<file path="src/rtl/hex_scroll_pkg.sv">
// Shared constants for the hex character scroller: 2-bit character codes
// and their active-low 7-segment patterns (bit0 = segment a, 0 = lit).
package hex_scroll_pkg;

    localparam logic [1:0] CH_D     = 2'b00;
    localparam logic [1:0] CH_E     = 2'b01;
    localparam logic [1:0] CH_2     = 2'b10;
    localparam logic [1:0] CH_BLANK = 2'b11;

    localparam logic [6:0] SEG_D   = 7'b0100001;
    localparam logic [6:0] SEG_E   = 7'b0000110;
    localparam logic [6:0] SEG_2   = 7'b0100100;
    localparam logic [6:0] SEG_OFF = 7'b1111111;

endpackage

</file>
<file path="src/rtl/char7seg.sv">
// Single-digit decoder: 2-bit character code to active-low 7-segment pattern.
// Purely combinational; one instance per display digit.
module char7seg
    import hex_scroll_pkg::*;
(
    input  logic [1:0] code,
    output logic [6:0] seg
);

    // Map each character code to its segment pattern; anything else stays dark.
    always_comb begin
        seg = SEG_OFF;
        case (code)
            CH_D:     seg = SEG_D;
            CH_E:     seg = SEG_E;
            CH_2:     seg = SEG_2;
            CH_BLANK: seg = SEG_OFF;
            default:  seg = SEG_OFF;
        endcase
    end

endmodule

</file>
<file path="src/rtl/hex_char_scroller.sv">
// Board-level scroller: holds N_DIGITS 2-bit characters, rotates them one
// digit per divided-clock tick and drives N_DIGITS active-low 7-seg displays.
// Optional macro HEX_SCROLL_BIDIR_EN adds the dir port (0 = left, 1 = right);
// without it rotation is always left.
module hex_char_scroller
    import hex_scroll_pkg::*;
#(
    parameter int N_DIGITS = 6,
    parameter int TICK_DIV = 50_000_000
)
(
    input  logic                          CLOCK_50,
    input  logic                          RESET,
    input  logic [2*N_DIGITS-1:0]         pattern,
    input  logic                          load,
    input  logic                          run,
`ifdef HEX_SCROLL_BIDIR_EN
    input  logic                          dir,
`endif
    output logic [7*N_DIGITS-1:0]         HEX,
    output logic [$clog2(N_DIGITS)-1:0]   pos
);

    localparam int SW    = 2 * N_DIGITS;
    localparam int POS_W = $clog2(N_DIGITS);
    localparam logic [POS_W-1:0] POS_LAST = POS_W'(N_DIGITS - 1);

    logic [SW-1:0] slots;
    logic          tick;
    logic          rot_right;

`ifdef HEX_SCROLL_BIDIR_EN
    assign rot_right = dir;
`else
    assign rot_right = 1'b0;
`endif

    generate
        if (TICK_DIV == 1) begin : g_nodiv
            assign tick = run;
        end else begin : g_div
            localparam int CNT_W = $clog2(TICK_DIV);
            localparam logic [CNT_W-1:0] CNT_LAST = CNT_W'(TICK_DIV - 1);

            logic [CNT_W-1:0] cnt;

            assign tick = run && (cnt == CNT_LAST);

            // Divider: counts only while running, holds otherwise, restarts on load/tick.
            always_ff @(posedge CLOCK_50) begin
                if (RESET || load) begin
                    cnt <= '0;
                end else if (tick) begin
                    cnt <= '0;
                end else if (run) begin
                    cnt <= cnt + CNT_W'(1);
                end
            end
        end
    endgenerate

    // Character slots and rotation offset: reset blanks, load wins over a tick.
    always_ff @(posedge CLOCK_50) begin
        if (RESET) begin
            slots <= '1;
            pos   <= '0;
        end else if (load) begin
            slots <= pattern;
            pos   <= '0;
        end else if (tick) begin
            if (rot_right) begin
                slots <= {slots[1:0], slots[SW-1:2]};
                pos   <= (pos == '0) ? POS_LAST : pos - POS_W'(1);
            end else begin
                slots <= {slots[SW-3:0], slots[SW-1:SW-2]};
                pos   <= (pos == POS_LAST) ? '0 : pos + POS_W'(1);
            end
        end
    end

    generate
        for (genvar i = 0; i < N_DIGITS; i++) begin : g_digit
            char7seg u_dec (
                .code (slots[2*i+1:2*i]),
                .seg  (HEX[7*i+6:7*i])
            );
        end
    endgenerate

endmodule

</file>
<file path="config.mk">
export PLATFORM = sky130hd
export DESIGN_NAME = hex_char_scroller
export DESIGN_NICKNAME = d
export VERILOG_FILES = /design/src/rtl/hex_scroll_pkg.sv /design/src/rtl/char7seg.sv /design/src/rtl/hex_char_scroller.sv
export SDC_FILE = /design/constraint.sdc
export NUM_CORES = 1
export LEC_CHECK = 0
export ABC_AREA = 1
export CAP_MARGIN = 10
export CORE_MARGIN = 1
export CORE_UTILIZATION = 40
export CTS_CLUSTER_DIAMETER = 40
export DETAILED_ROUTE_END_ITERATION = 8
export PLACE_DENSITY = 0.79
export SETUP_SLACK_MARGIN = 0.15
export SKIP_CTS_REPAIR_TIMING = 1
export SLEW_MARGIN = 25
export SYNTH_ARGS = -nofsm -noshare
export SYNTH_HDL_FRONTEND = slang
export SYNTH_SLANG_ARGS = --single-unit
</file>
<file path="constraint.sdc">
create_clock -name CLOCK_50 -period 1.41 [get_ports CLOCK_50]
set_input_delay 0.2115 -clock CLOCK_50 [delete_from_list [all_inputs] [get_ports CLOCK_50]]
set_output_delay 0.2115 -clock CLOCK_50 [all_outputs]
set_load 0.05 [all_outputs]
</file>
==> impl_metrics.csv <==
group,metric,value,unit
sta,grt_setup_unrepaired,"true",
floorplanning,dieArea,7580,um2
sta,hold_violations,0,
detailed_routing,wl,10200,um
floorplanning,die_h,87.1,um
power,vdd_drop_max,362,uV
power,p_int,0.00237,W
placement,port_buffers,60,
outcome,outcome,"complete, but fails checks",
logic_synthesis,synth_warnings,0,
logic_synthesis,netlist-cell-type-count,29,
outcome,violations,"setup timing",
power,power_frac_seq,33.7,%
critical_path,cp_slowest_cell,"dfxtp_4",
critical_path,cp_data_arrival_time,1730,ps
floorplanning,row_count,30,
detailed_routing,drtIter0Drc,222,
power,p_sw_share,36.0,%
sta,max_freq,0.643,GHz
detailed_routing,routed_via_density,5.19,
floorplanning,core_area,6910,um2
sta,finalMaxSlewViolations,0,
floorplanning,die_w,87.1,um
logic_synthesis,syn_area,2900,um2
finish,layout-drive-gt1-share,53.3,%
global_routing,grt_pass1_vias,2666,
power,leakage,2.02,nW
placement,gp_congestion,0.931,
power,cellPowerDensity,721,nW/um2
logic_synthesis,synth-async-reset-ratio,0,%
sta,fin_tns_setup,-3230,ps
logic_synthesis,syn_nets,457,
cts,cts-root-buf,"clkbuf_8",
critical_path,criticalPathCategory,"flop to flop",
job,cap_violations,0,
global_routing,grt_start_max_net_pins,17,
logic_synthesis,synth_top_cell_by_area,"dfxtp_1",
logic_synthesis,synth_edf_count,0,
finish,nFillCells,422,
finish,fin_nets,558,
sta,final.setup.worst_slack,-145,ps
critical_path,crit_path_start_kind,"flop",
critical_path,end_kind,"flop",
logic_synthesis,yosysTopAreaCellShare,28.3,%
detailed_routing,route.detailed.drc,0,
logic_synthesis,synth_most_common_cell,"nand2_1",
finish,antenna_cells,0,
floorplanning,start_util,41.9,%
cts,cts_tree,"yes",
min_path,worst_hold_path_type,"primary input to flop",
placement,dp_slack,-357,ps
sta,fin_skew,7.21,ps
global_routing,grt_pass1_wl,11500,um
sta,fin_crit_sh,110,%
critical_path,worstPathCellList,"ha_4 > nand2_2 > nor2_2 > nand2_2 > nor2_4 > nand2_4 > buf_4 > nand2_1 > nand3_1",
logic_synthesis,synthTopCellsByCount,"nand2_1, inv_1, nor2_1",
finish,post-route-util,74.2,%
power,p_sw,0.00133,W
sta,tightest_slew,335,ps
cts,cts_made_buffers,5,
cts,htreeDepth,2,
min_path,min_from,"run",
sta,finalSetupViolations,54,
finish,layout-area-overhead-vs-synth,77.1,%
global_routing,grt_overflow,0,
critical_path,worstSetupStartpoint,"g_div.cnt[0]",
logic_synthesis,synthTopCellsByArea,"dfxtp_1, ha_1, nand2_1",
sta,relSlewSlack,77.6,%
critical_path,crit_buf_inv,1,
logic_synthesis,synth_top_flop_cell,"dfxtp_1",
critical_path,cpMostUsedCell,"nand2_2",
placement,dp_hpwl,5680,um
detailed_routing,ant_nets,0,
detailed_routing,post_drt_wl_per_cell,16.8,um
critical_path,critPathMaxStageDelay,370,ps
power,combPwrFrac,42.5,%
power,power,0.00370,W
cts,clockBufferDepth,2,
critical_path,crit_family,"simple AND/OR/NAND/NOR gates",
critical_path,critical_path_required,1580,ps
critical_path,rr_startpoint,"g_div.cnt[0]",
power,clock_power_share,23.8,%
sta,period_minus_slack,1560,ps
logic_synthesis,syn_inst,410,
global_routing,antenna_found_initial,0,
logic_synthesis,ys_seq_area_share,28.3,%
floorplanning,ios,61,
critical_path,cp_max_fo,5,
logic_synthesis,ys_ff_latch,41,
cts,clk_latency,310,ps
detailed_routing,drt-pass1-iter-count,5,
cts,clock-sinks,41,
logic_synthesis,avgSynthCellArea,7.06,um2
detailed_routing,dr_total_vias,3155,
sta,hold_slack,374,ps
cts,clk_pin_slew,80,ps
global_routing,grtUsageTotal,19.2,%
-- cells in the final DEF, fill, tap and decap left out, types with 2 or more instances in the layout --
cell type / n
nand2_4: 4
nor2_1: 33
nand2_2: 12
nor2_2: 25
o21ai_0: 2
dfxtp_2: 7
a21oi_1: 13
nand3_2: 13
nand2_1: 79
xnor2_1: 6
nand4_1: 6
clkdlybuf4s50_1: 14
inv_1: 28
inv_2: 15
clkbuf_8: 7
ha_4: 23
inv_6: 3
a21oi_2: 11
nor3_1: 3
inv_4: 13
nor2_4: 17
nand3_4: 2
buf_6: 9
ha_2: 7
nand3_1: 22
nand3b_1: 2
buf_4: 40
buf_12: 48
dfxtp_4: 13
xor2_1: 6
dfxtp_1: 21
-- flip-flops by register name, summed over array words and instances (netlist names) --
register,count
g_div.cnt,26
slots,12
pos,3
-- routing by layer --
metal	track usage (%)	up-vias	share of wire, %	wire length, um
li1	-	1454	-	-
met1	21.6	1514	40	4100
met2	36.4	156	50	5110
met3	3.32	31	7.0	721
met4	5.91	0	2.9	301
met5	0	-	0	0
-- per-stage QoR --
stage / instances / cell area, um2
after detailed placement: 578 / 4270
after global routing: 608 / 5130
after floorplan: 410 / 2990
after CTS: 586 / 4370
after global placement: 578 / 4270
final: 608 / 5130
-- power groups by stage --
stage	sequential (W)	clock [W]	combinational, W
floorplan	0.00124	0	0.000711
global placement	0.00124	0	0.00128
detailed placement	0.00125	0	0.00130
CTS	0.00122	0.000877	0.00130
global route	0.00125	0.000928	0.00163
finish	0.00125	0.000879	0.00157
-- cell families (layout without fill, tap and decap cells) --
group / count (synthesis) / after routing / share of synthesized area, %
flip-flops: 41 / 41 / 28.3
AO/OA/AOI/OAI: 26 / 26 / 5.27
adder cells (fa/ha/maj): 31 / 31 / 13.4
AND/OR/NAND/NOR: 221 / 221 / 36.1
XOR/XNOR: 12 / 12 / 3.63
buffers and inverters: 79 / 181 / 13.2
-- worst register-to-register path: stages, from the launching register on --
cell and delay, ps:
dfxtp_4 370, ha_4 170, nand2_2 60, nor2_2 110, nand2_2 70, nor2_4 170
nand2_4 100, buf_4 170, nand2_1 80, nand3_1 120
-- worst paths after layout --
kind                        end  slack, ps  cells past startpoint
setup / recovery       slots[8]       -150                      9
hold / removal     g_div.cnt[1]        370                      4
setup reg to reg       slots[8]       -150                      9
hold reg to reg   g_div.cnt[24]        480                      2
-- area by class of cell --
| type | count | area, um2 | share of cell area [%] |
|---|---|---|---|
| Sequential cell | 41 | 878 | 17.1 |
| Timing Repair Buffer | 113 | 1530 | 29.8 |
| Clock inverter | 1 | 5.00 | 0.0976 |
| Inverter | 60 | 277 | 5.39 |
| Clock buffer | 7 | 96.3 | 1.88 |
| Multi-Input combinational cell | 290 | 2220 | 43.3 |
| Tap cell | 96 | 120 | 2.34 |
Power figures use the tool's default switching activity.
